`config.mk`:
```
export PLATFORM = sky130hd
export DESIGN_NAME = mem_access_unit
export DESIGN_NICKNAME = d
export VERILOG_FILES = /design/src/rtl/mem_access_unit.sv
export SDC_FILE = /design/constraint.sdc
export NUM_CORES = 1
export LEC_CHECK = 0
export ABC_AREA = 1
export BUFFER_PORTS_ARGS = -buffer_cell sky130_fd_sc_hd__buf_2
export CORE_UTILIZATION = 53
export DETAILED_ROUTE_END_ITERATION = 10
export PLACE_DENSITY = 0.89
export SETUP_SLACK_MARGIN = 0.2
export SLEW_MARGIN = 20
export SYNTH_ARGS = -nofsm -noshare
export SYNTH_HDL_FRONTEND = slang
export SYNTH_SLANG_ARGS = --single-unit
```
`constraint.sdc`:
```
create_clock -name i_clk -period 2.1 [get_ports i_clk]
set_clock_uncertainty 0.1 [all_clocks]
set_input_delay 0.42 -clock i_clk [delete_from_list [all_inputs] [get_ports i_clk]]
set_output_delay 0.42 -clock i_clk [all_outputs]
set_load 0.03 [all_outputs]
```
`src/rtl/mem_access_unit.sv`:
```
// Load/store initiator for a word-wide synchronous RAM with one-cycle registered reads.
// Sub-word stores use read-modify-write. Define MAU_BIG_ENDIAN_EN for big-endian lane mapping.
module mem_access_unit #(
    parameter int DATA_WIDTH = 32,
    parameter int ADDR_WIDTH = 8
) (
    input  logic                    i_clk,
    input  logic                    i_rst,
    input  logic                    i_req,
    input  logic                    i_wr,
    input  logic [1:0]              i_size,
    input  logic                    i_sign,
    input  logic [ADDR_WIDTH+1:0]   i_addr,
    input  logic [DATA_WIDTH-1:0]   i_wdata,
    output logic                    o_busy,
    output logic                    o_done,
    output logic                    o_err,
    output logic [DATA_WIDTH-1:0]   o_rdata,
    output logic                    o_ram_we,
    output logic                    o_ram_oe,
    output logic [ADDR_WIDTH-1:0]   o_ram_addr,
    output logic [DATA_WIDTH-1:0]   o_ram_wdata,
    input  logic [DATA_WIDTH-1:0]   i_ram_rdata
);

    typedef enum logic [2:0] {
        S_IDLE,
        S_RD,
        S_RCAP,
        S_WR,
        S_RMW_RD,
        S_RMW_CAP,
        S_RMW_WR,
        S_DONE
    } state_t;

    state_t                  state_q, state_d;
    logic [1:0]              off_q, off_d;
    logic [1:0]              size_q, size_d;
    logic                    sign_q, sign_d;
    logic [DATA_WIDTH-1:0]   wdata_q, wdata_d;
    logic                    err_q, err_d;
    logic [DATA_WIDTH-1:0]   rdata_q, rdata_d;
    logic                    ram_we_q, ram_we_d;
    logic                    ram_oe_q, ram_oe_d;
    logic [ADDR_WIDTH-1:0]   ram_addr_q, ram_addr_d;
    logic [DATA_WIDTH-1:0]   ram_wdata_q, ram_wdata_d;

    logic                    req_err;
    logic [1:0]              lane_lo;
    logic [3:0]              byte_en;
    logic [DATA_WIDTH-1:0]   rdata_shift;
    logic [DATA_WIDTH-1:0]   wdata_shift;
    logic [DATA_WIDTH-1:0]   load_value;
    logic [DATA_WIDTH-1:0]   merged_word;

    always_comb begin
        req_err = 1'b0;
        case (i_size)
            2'b00:   req_err = 1'b0;
            2'b01:   req_err = i_addr[0];
            2'b10:   req_err = (i_addr[1:0] != 2'b00);
            default: req_err = 1'b1;
        endcase
    end

    // lane_lo is the lowest byte lane touched by the latched access.
    always_comb begin
        lane_lo = 2'd0;
        case (size_q)
`ifdef MAU_BIG_ENDIAN_EN
            2'b00:   lane_lo = ~off_q;
            2'b01:   lane_lo = off_q[1] ? 2'd0 : 2'd2;
`else
            2'b00:   lane_lo = off_q;
            2'b01:   lane_lo = {off_q[1], 1'b0};
`endif
            default: lane_lo = 2'd0;
        endcase
    end

    always_comb begin
        byte_en = 4'b1111;
        case (size_q)
            2'b00:   byte_en = 4'b0001 << lane_lo;
            2'b01:   byte_en = 4'b0011 << lane_lo;
            default: byte_en = 4'b1111;
        endcase
    end

    assign rdata_shift = i_ram_rdata >> {lane_lo, 3'b000};
    assign wdata_shift = wdata_q << {lane_lo, 3'b000};

    always_comb begin
        load_value = i_ram_rdata;
        case (size_q)
            2'b00: load_value = {{(DATA_WIDTH-8){sign_q & rdata_shift[7]}}, rdata_shift[7:0]};
            2'b01: load_value = {{(DATA_WIDTH-16){sign_q & rdata_shift[15]}}, rdata_shift[15:0]};
            default: load_value = i_ram_rdata;
        endcase
    end

    generate
        for (genvar gi = 0; gi < 4; gi++) begin : g_merge
            assign merged_word[8*gi +: 8] = byte_en[gi] ? wdata_shift[8*gi +: 8]
                                                        : i_ram_rdata[8*gi +: 8];
        end
    endgenerate

    always_comb begin
        state_d     = state_q;
        off_d       = off_q;
        size_d      = size_q;
        sign_d      = sign_q;
        wdata_d     = wdata_q;
        err_d       = err_q;
        rdata_d     = rdata_q;
        ram_we_d    = 1'b0;
        ram_oe_d    = 1'b0;
        ram_addr_d  = ram_addr_q;
        ram_wdata_d = ram_wdata_q;

        case (state_q)
            S_IDLE: begin
                if (i_req) begin
                    off_d   = i_addr[1:0];
                    size_d  = i_size;
                    sign_d  = i_sign;
                    wdata_d = i_wdata;
                    err_d   = req_err;
                    if (req_err) begin
                        state_d = S_DONE;
                    end else begin
                        ram_addr_d = i_addr[ADDR_WIDTH+1:2];
                        if (!i_wr) begin
                            state_d  = S_RD;
                            ram_oe_d = 1'b1;
                        end else if (i_size == 2'b10) begin
                            state_d     = S_WR;
                            ram_we_d    = 1'b1;
                            ram_wdata_d = i_wdata;
                        end else begin
                            state_d  = S_RMW_RD;
                            ram_oe_d = 1'b1;
                        end
                    end
                end
            end
            S_RD:      state_d = S_RCAP;
            S_RCAP: begin
                rdata_d = load_value;
                state_d = S_DONE;
            end
            S_WR:      state_d = S_DONE;
            S_RMW_RD:  state_d = S_RMW_CAP;
            S_RMW_CAP: begin
                state_d     = S_RMW_WR;
                ram_we_d    = 1'b1;
                ram_wdata_d = merged_word;
            end
            S_RMW_WR:  state_d = S_DONE;
            S_DONE:    state_d = S_IDLE;
            default:   state_d = S_IDLE;
        endcase
    end

    always_ff @(posedge i_clk) begin
        if (i_rst) begin
            state_q     <= S_IDLE;
            off_q       <= '0;
            size_q      <= '0;
            sign_q      <= 1'b0;
            wdata_q     <= '0;
            err_q       <= 1'b0;
            rdata_q     <= '0;
            ram_we_q    <= 1'b0;
            ram_oe_q    <= 1'b0;
            ram_addr_q  <= '0;
            ram_wdata_q <= '0;
        end else begin
            state_q     <= state_d;
            off_q       <= off_d;
            size_q      <= size_d;
            sign_q      <= sign_d;
            wdata_q     <= wdata_d;
            err_q       <= err_d;
            rdata_q     <= rdata_d;
            ram_we_q    <= ram_we_d;
            ram_oe_q    <= ram_oe_d;
            ram_addr_q  <= ram_addr_d;
            ram_wdata_q <= ram_wdata_d;
        end
    end

    assign o_busy      = (state_q != S_IDLE);
    assign o_done      = (state_q == S_DONE);
    assign o_err       = (state_q == S_DONE) & err_q;
    assign o_rdata     = rdata_q;
    assign o_ram_we    = ram_we_q;
    assign o_ram_oe    = ram_oe_q;
    assign o_ram_addr  = ram_addr_q;
    assign o_ram_wdata = ram_wdata_q;

endmodule
```
==> impl_metrics.ini, run 1 <==
[clocking]
clkTransAtPathRegs_ns = 0.06
worstSkewPairLatency_ns = 0.52
clkSinkCount = 115
tritoncts = done
cts-htree-levels = 4
root_buffer = clkbuf_8
cts_made_buffers = 17
clock_path_buffers = 2

[timing]
timing.slew.headroom_pct = 71.1
period_minus_slack_ns = 1.90
max_freq_ghz = 0.527
slew_violations = 0
totalNegativeSetupSlack_ns = 0
tightestPinTransition_ns = 0.433
setup_viol = 0
post-route-period-util_pct = 90.4
hold_viol_final = 0
rsz0062_at_grt = true

[detailed_routing]
met1_length_mm = 7.48
top_layer = met4
drtPass1Iterations = 6
vias = 6719
drc = 0
detail_route.wl_per_cell_um = 15.9
first_iter_violations = 794
vias_per_cell = 5.67
met2_length_mm = 8.83
ant_nets = 0
wl_met3_mm = 1.91
wl_mm = 18.9

[finish]
drive_above_1_share_pct = 23.8
area_delta_synth_final_pct = 26.3
finish.utilization_pct = 68.5
nets = 1113

[die]
die_h_um = 107
rows = 38
floorplan.initialDensity_pct = 54.2
dieArea_um2 = 11500
core_um2 = 10800
fp.dieW_um = 107
ios = 158

[synth]
avgSynthCellArea_um2 = 6.58
synth_ff_type = dfxtp_1
syn_area_um2 = 5850
synthTopCellsByCount = nand2_1, nor2_1, dfxtp_1
synth_top_area_share_pct = 39.3
async_reset_ff_share_pct = 0
synth.most_common_cell = nand2_1
netlist_instances = 890
yosys.area.top_type = dfxtp_1
ys_top_cells_by_area = dfxtp_1, o21ai_0, nand2_1
synth_cell_types = 32
synth_nets = 971
synth_edf_count = 0
synth_seq_cells = 115
yosysSeqAreaShare_pct = 39.3
yosys_warnings = 0

[worst_setup_path]
worstPathArrival_ns = 1.38
reg2reg_to = o_ram_wdata[13]$_SDFFE_PP0P_
end_kind = output port
crit_path_max_incr_delay_ns = 0.34
crit_chain = nand2_2 > nor2_4 > inv_1 > nor2_1 > buf_4
worst_setup_path_start_kind = register
worst-r2r-setup-slack_ns = 0.24
rr_startpoint = size_q[1]$_SDFFE_PP0P_
crit_fanout = 3
reg2regPathDepth = 8
crit_slowest_cell = dfxtp_1
critPathRequiredTime_ns = 1.58
crit_type = register to output port

[power_and_ir_drop]
p_leak_nw = 3.63
power_density_nw_per_um2 = 1540
vdd_drop_max_v = 0.000713

[placed_design]
portBuffers = 157
place_congestion = 0.971
dp_hpwl_mm = 13.1

[grt]
grt.overflow.total = 0
first_global_vias = 6009
grt_start_max_net_pins = 79
grt_antenna_before_repair = 1
grt_pass1_wl_mm = 29.6
gr-usage-all-layers_pct = 33.1

[min_path]
hp-start = i_wdata[30]
hp-class = input port to register
hold_end = wdata_q[30]$_SDFFE_PP0P_
min_path_cells = 3

[flow_run]
maxCapViolCount = 0

[status]
status = finished, final reports clean
-- cell families (layout without fill, tap and decap cells) --
group / count (synthesis) / count (layout) / share of synthesized area [%]
AO/OA/AOI/OAI: 239 / 239 / 21.0
buffers and inverters: 140 / 295 / 10.2
flip-flops: 115 / 115 / 39.3
other: 0 / 1 / 0
AND/OR/NAND/NOR: 396 / 396 / 29.5
-- sequential cells by signal, summed over array words and instances (netlist names) --
register	flops
o_ram_wdata	32
state_q	3
err_q	1
wdata_q	32
size_q	2
o_rdata	32
o_ram_oe	1
sign_q	1
off_q	2
o_ram_we	1
o_ram_addr	8
-- layout make-up --
| cell class | count | area, um2 |
|---|---|---|
| Timing Repair Buffer | 180 | 988 |
| Tap cell | 140 | 175 |
| Clock buffer | 21 | 459 |
| Timing Repair inverter | 1 | 7.51 |
| Multi-Input combinational cell | 635 | 2990 |
| Clock inverter | 11 | 151 |
| Sequential cell | 115 | 2300 |
| Fill cell | 897 | 3400 |
| Inverter | 82 | 314 |
| Antenna cell | 1 | 2.50 |
-- what timing repair did --
item	4_1_cts	5_1_grt
gates resized for setup	2	13
setup endpoints to repair	4	60
setup buffers	0	0
endpoints found under the hold margin	0	0
pin swaps	0	1
hold buffers	0	0
cloned	0	1
-- power by group --
group / internal (W) / total (W) / switching (W)
Sequential: 0.00287 / 0.00324 / 0.000371
Clock: 0.00191 / 0.00297 / 0.00107
Combinational: 0.00157 / 0.00515 / 0.00358
-- cell usage in the layout (no fill, tap or decap), types with 3 or more instances in the layout --
cell type / count
buf_2: 155
nand2_1: 144
nor2_1: 134
dfxtp_1: 113
o21ai_0: 111
a21oi_1: 105
nand3_1: 77
inv_1: 72
buf_4: 23
clkbuf_16: 16
or2_2: 12
o211ai_1: 9
nand4_1: 8
o21ai_1: 7
inv_2: 6
clkinvlp_4: 6
nand2_2: 5
nand3_4: 4
or2_0: 4
o22ai_1: 4
clkbuf_8: 4
nor2_4: 3
bufinv_16: 3
-- worst max-delay path: cells and delay by family, from the launching register on --
kind	cells	cell delay, ns
buffers and inverters	2	0.23
and+or+nand+nor	3	0.29
DFF	1	0.34
-- per-layer routing --
layer	global-route usage [%]	vias up
li1	-	3198
met1	42.0	3002
met2	54.4	441
met3	6.14	78
met4	15.4	0
met5	0	-
-- stage by stage --
| stage | worst slack [ns] | area [um2] | cells | hold slack, ns | total power (W) |
|---|---|---|---|---|---|
| finish | 0.201 | 7390 | 1186 | 0.0406 | 0.0114 |
| global route | 0.134 | 7390 | 1186 | 0.0388 | 0.0120 |
| CTS | 0.156 | 7340 | 1184 | 0.0350 | 0.0112 |
| detailed placement | 0.199 | 6730 | 1152 | 0.349 | 0.00816 |
| global placement | 0.258 | 6730 | 1152 | 0.338 | 0.00806 |
| floorplan | 0.343 | 5860 | 890 | 0.325 | 0.00690 |
-- worst max path at each step --
| stage | start | endpoint |
|---|---|---|
| after floorplan | state_q[1]$_SDFFE_PP0P_ | o_err |
| after global placement | i_size[1] | o_ram_wdata[16]$_SDFFE_PP0P_ |
| after detailed placement | i_addr[1] | o_ram_wdata[13]$_SDFFE_PP0P_ |
| after CTS | state_q[0]$_SDFFE_PP0P_ | o_err |
| after global routing | state_q[0]$_SDFFE_PP0P_ | o_err |
| final | state_q[2]$_SDFFE_PP0P_ | o_err |
Power figures use the tool's default switching activity.
==> run 2, diff against run 1 <==
RECOVER_POWER = 100   (was not set)
==> run 2 against run 1 <==
Compared with the run above: utilization is 1.2 points lower; sequential power is essentially flat; critical endpoint is now o_done; final area down 1.8%; setup slack worse by 0.031 ns; register-to-register slack about the same; hold slack lost 0.0079 ns; cell count is the same; non-clock buffer count unchanged.
==> impl_metrics.ini, run 2 (synthesized netlist as in run 1, its figures left out) <==
[status]
status = finished, final reports clean

[power_and_ir_drop]
power_density_nw_per_um2 = 1540
vdd_drop_max_v = 0.000710
p_leak_nw = 3.31
power.total_w = 0.0112

[timing]
totalNegativeSetupSlack_ns = 0
rsz0062_at_grt = true
tightestPinTransition_ns = 0.505
setup_ws_ns = 0.170
timing.slew.headroom_pct = 66.3
hold_viol_final = 0
slew_violations = 0
setup_viol = 0
period_minus_slack_ns = 1.93
post-route-period-util_pct = 91.9
max_freq_ghz = 0.518

[detailed_routing]
vias_per_cell = 5.65
wl_mm = 18.9
drtPass1Iterations = 8
first_iter_violations = 746
detail_route.wl_per_cell_um = 15.9
drc = 0
vias = 6702
ant_nets = 0

[clocking]
clock_path_buffers = 2
root_buffer = clkbuf_8
worstSkewPairLatency_ns = 0.53
hold_buffers = 0
cts-htree-levels = 4
clkSinkCount = 115
tritoncts = done
clkTransAtPathRegs_ns = 0.06
cts_made_buffers = 17
postCtsSetupRepairBufs = 0

[worst_setup_path]
crit_family = flip-flops
crit_chain = nand2_2 > nor2_4 > clkbuf_1
crit_buf_inv = 1
worstPathArrival_ns = 1.41
crit_type = register to output port
end_kind = output port
worst_setup_path_start_kind = register
crit_fanout = 3
critPathRequiredTime_ns = 1.58
crit_slowest_cell = dfxtp_1
crit_path_max_incr_delay_ns = 0.34

[grt]
grt_pass1_wl_mm = 29.6
grt_start_max_net_pins = 79
first_global_vias = 6009
gr-usage-all-layers_pct = 33.1
grt_antenna_before_repair = 1
grt.overflow.total = 0

[die]
die_h_um = 107
core_um2 = 10800
ios = 158
dieArea_um2 = 11500
floorplan.initialDensity_pct = 54.2
fp.dieW_um = 107
rows = 38

[placed_design]
place_congestion = 0.971
dpl_cell_area_um2 = 6730
place_ws_ns = 0.199
portBuffers = 157
dp_hpwl_mm = 13.1
placed_cells = 1152

[finish]
nets = 1113
drive_above_1_share_pct = 16.3
design_area_um2 = 7260
finalNonFillerCells = 1186
mostFrequentLayoutCell = nand2_1
final_cell_mix = nand2_1, nor2_1, dfxtp_1
area_delta_synth_final_pct = 24.0

[flow_run]
maxCapViolCount = 0

[min_path]
hp-class = input port to register
run 2: changes by cell type in the layout (fill, tap and decap cells not counted), moves of 2 or more:
cell and delta:
buf_4 -6, clkbuf_2 +5, nand3_4 -2, buf_2 -75, clkbuf_1 +76
run 2: path summary, 6_finish.rpt:
path	start	endpoint	slack [ns]	cells after the start
worst max-delay path	state_q[0]$_SDFFE_PP0P_	o_done	0.17	3
worst min-delay path	i_wdata[30]	wdata_q[30]$_SDFFE_PP0P_	0.03	3
worst max register to register	size_q[1]$_SDFFE_PP0P_	o_rdata[23]$_SDFFE_PP0P_	0.25	8
worst min register to register	wdata_q[16]$_SDFFE_PP0P_	wdata_q[16]$_SDFFE_PP0P_	0.36	2
run 2: worst reg2reg max path, stage by stage, from the launching register on:
cell and delay, ns:
dfxtp_2 0.39, nor2_4 0.16, buf_4 0.19, nand3_1 0.07
nand3_1 0.12, nand3_2 0.40, nand3_1 0.24, nand2_1 0.07
inv_1 0.05
run 2: area by class of cell:
cell class	instances	area (um2)
fill	947	3530
multi-input combinational	635	2970
sequential	115	2300
timing repair buffer	180	878
clock buffer	21	459
inverter	82	314
tap	140	175
clock inverter	11	151
timing repair inverter	1	7.51
antenna	1	2.50
run 2: metal layers:
layer,wire length (um),global-route usage [%],part of all wire [%],vias up
met5,0,0,0,-
met4,690,15.4,3.7,0
met3,1940,6.14,10,71
met2,8820,54.4,47,441
met1,7410,42.0,39,2985
li1,-,-,-,3205
run 2: per-stage QoR:
step / hold slack (ns) / util (%)
floorplan: 0.325 / -
global placement: 0.338 / 62.3
detailed placement: 0.349 / 62.3
CTS: 0.0350 / 68.1
global route: 0.0388 / 67.3
finish: 0.0327 / 67.3
run 2: power by group:
group          switching (W)  internal [W]  total [W]
sequential          0.000380       0.00287    0.00325
clock                0.00107       0.00191    0.00298
combinational        0.00356       0.00143    0.00499
run 2: what timing repair did:
action / CTS / global route
pin swaps: 0 / 1
gates resized for setup: 2 / 13
endpoints found under the setup margin: 4 / 60
gates cloned: 0 / 1
==> run 3, diff against run 2 <==
CORE_MARGIN = 1.5   (was not set)
==> run 3 against run 2 <==
Compared with the run above: power is 2.8% lower; count of clock-buffer cells in the layout stayed put; critical path depth is 6 higher; utilization is 0.35 points lower; setup slack worse by 0.042 ns; clock power is 8.1% lower; non-clock buffer count is 1 lower; die area is 1.9% higher; final area is 0.52% lower; wire length is 1.4% lower; global-route usage is 0.66 points lower; critical endpoint is now o_ram_wdata[25]$_SDFFE_PP0P_; highest routed layer unchanged.
==> impl_metrics.ini, run 3 (synthesized netlist as in run 1, its figures left out) <==
[detailed_routing]
vias_per_cell = 5.61
wl_mm = 18.6
detail_route.wl_per_cell_um = 15.7
drc = 0
vias = 6631
ant_nets = 0
first_iter_violations = 632
drtPass1Iterations = 5

[worst_setup_path]
crit_chain = nor2_4 > nand2_2 > nand2_1 > buf_4 > o21ai_0 > inv_1 > nand2_1 > nand2_1 > a21oi_1
worstPathArrival_ns = 2.33
crit_buf_inv = 2
crit_type = register to register
crit_slowest_cell = dfxtp_1
crit_family = simple AND/OR/NAND/NOR gates
critPathRequiredTime_ns = 2.46
crit_path_max_incr_delay_ns = 0.44
end_kind = register
cpMostUsedCell = nand2_1
crit_fanout = 24
worst_setup_path_start_kind = register

[flow_run]
maxCapViolCount = 0

[power_and_ir_drop]
p_leak_nw = 3.29
p_int_w = 0.00595
swShare_pct = 45.4
vdd_drop_max_v = 0.000771
power_frac_clock_pct = 25.1
power_density_nw_per_um2 = 1510
power_frac_comb_pct = 45.1
pwr-share-seq_pct = 29.7
power.total_w = 0.0109
p_sw_w = 0.00495

[finish]
antennaDiodeCount = 0
final_cell_mix = nand2_1, nor2_1, dfxtp_1
nets = 1111
drive_above_1_share_pct = 16.6
mostFrequentLayoutCell = nand2_1
area_delta_synth_final_pct = 23.4

[clocking]
cts_made_buffers = 17
postCtsSetupRepairBufs = 0
tritoncts = done
clkTransAtPathRegs_ns = 0.06
clkSinkCount = 115
cts-htree-levels = 4
root_buffer = clkbuf_8
hold_buffers = 0
clock_path_buffers = 2
worstSkewPairLatency_ns = 0.52

[placed_design]
portBuffers = 157
dp_hpwl_mm = 12.9
place_congestion = 0.986

[grt]
grt_pass1_wl_mm = 29.6
grt_antenna_before_repair = 0
gr-usage-all-layers_pct = 32.5
first_global_vias = 6081
grt_start_max_net_pins = 86
grt.overflow.total = 0

[timing]
rsz0062_at_grt = true
post-route-period-util_pct = 93.9
hold_viol_final = 0
timing.slew.headroom_pct = 50.1
totalNegativeSetupSlack_ns = 0
whs_ns = 0.0338
max_freq_ghz = 0.507
slew_violations = 0
setup_viol = 0
period_minus_slack_ns = 1.97
tightestPinTransition_ns = 0.749

[die]
die_h_um = 108
core_um2 = 10800
fp.dieW_um = 108
floorplan.initialDensity_pct = 54.2
dieArea_um2 = 11700
ios = 158
rows = 38

[min_path]
hp-class = input port to register

[status]
status = finished, final reports clean
[run 3: power groups by stage]
| stage | registers (W) | logic (W) | clock network [W] |
|---|---|---|---|
| final | 0.00324 | 0.00492 | 0.00274 |
| after floorplan | 0.00398 | 0.00292 | 0 |
| after global placement | 0.00322 | 0.00485 | 0 |
| after global routing | 0.00331 | 0.00546 | 0.00285 |
| after detailed placement | 0.00324 | 0.00491 | 0 |
| after CTS | 0.00321 | 0.00498 | 0.00274 |
[run 3: path summary, 6_finish.rpt]
kind	end	slack (ns)	start	cells after the start
max	o_ram_wdata[25]$_SDFFE_PP0P_	0.13	size_q[0]$_SDFFE_PP0P_	9
min	wdata_q[23]$_SDFFE_PP0P_	0.03	i_wdata[23]	3
max reg2reg	o_ram_wdata[25]$_SDFFE_PP0P_	0.13	size_q[0]$_SDFFE_PP0P_	9
min reg2reg	wdata_q[25]$_SDFFE_PP0P_	0.35	wdata_q[25]$_SDFFE_PP0P_	2
[run 3: per-layer routing]
metal	vias up	routed length, um	GRT usage [%]
met5	-	0	0
met4	0	589	14.8
met3	59	1780	6.69
met2	372	8560	52.5
met1	3006	7670	41.7
li1	3194	-	-
[run 3: per-stage QoR]
stage                     setup WS [ns]  utilization, %  area, um2  std cells
after floorplan                   0.343               -       5860        890
after global placement            0.240            62.4       6730       1151
after detailed placement          0.199            62.4       6730       1151
after CTS                         0.177            67.8       7310       1183
after global routing             0.0464            66.9       7220       1183
final                             0.129            66.9       7220       1183
[run 3: timing repair]
action | in CTS | in global routing
endpoints found under the setup margin | 3 | 36
gates resized for setup | 5 | 9
pin swaps | 0 | 1
[run 3: layout make-up]
cell class	instances	area (um2)
multi-input combinational	635	2990
sequential	115	2310
timing repair buffer	179	881
clock inverter	11	104
inverter	82	312
tap	140	175
fill	955	3570
clock buffer	21	459
[run 3: worst min-delay path: stages]
cell    delay (ns)
buf_2         0.08
nor2_1        0.04
nor2_1        0.08
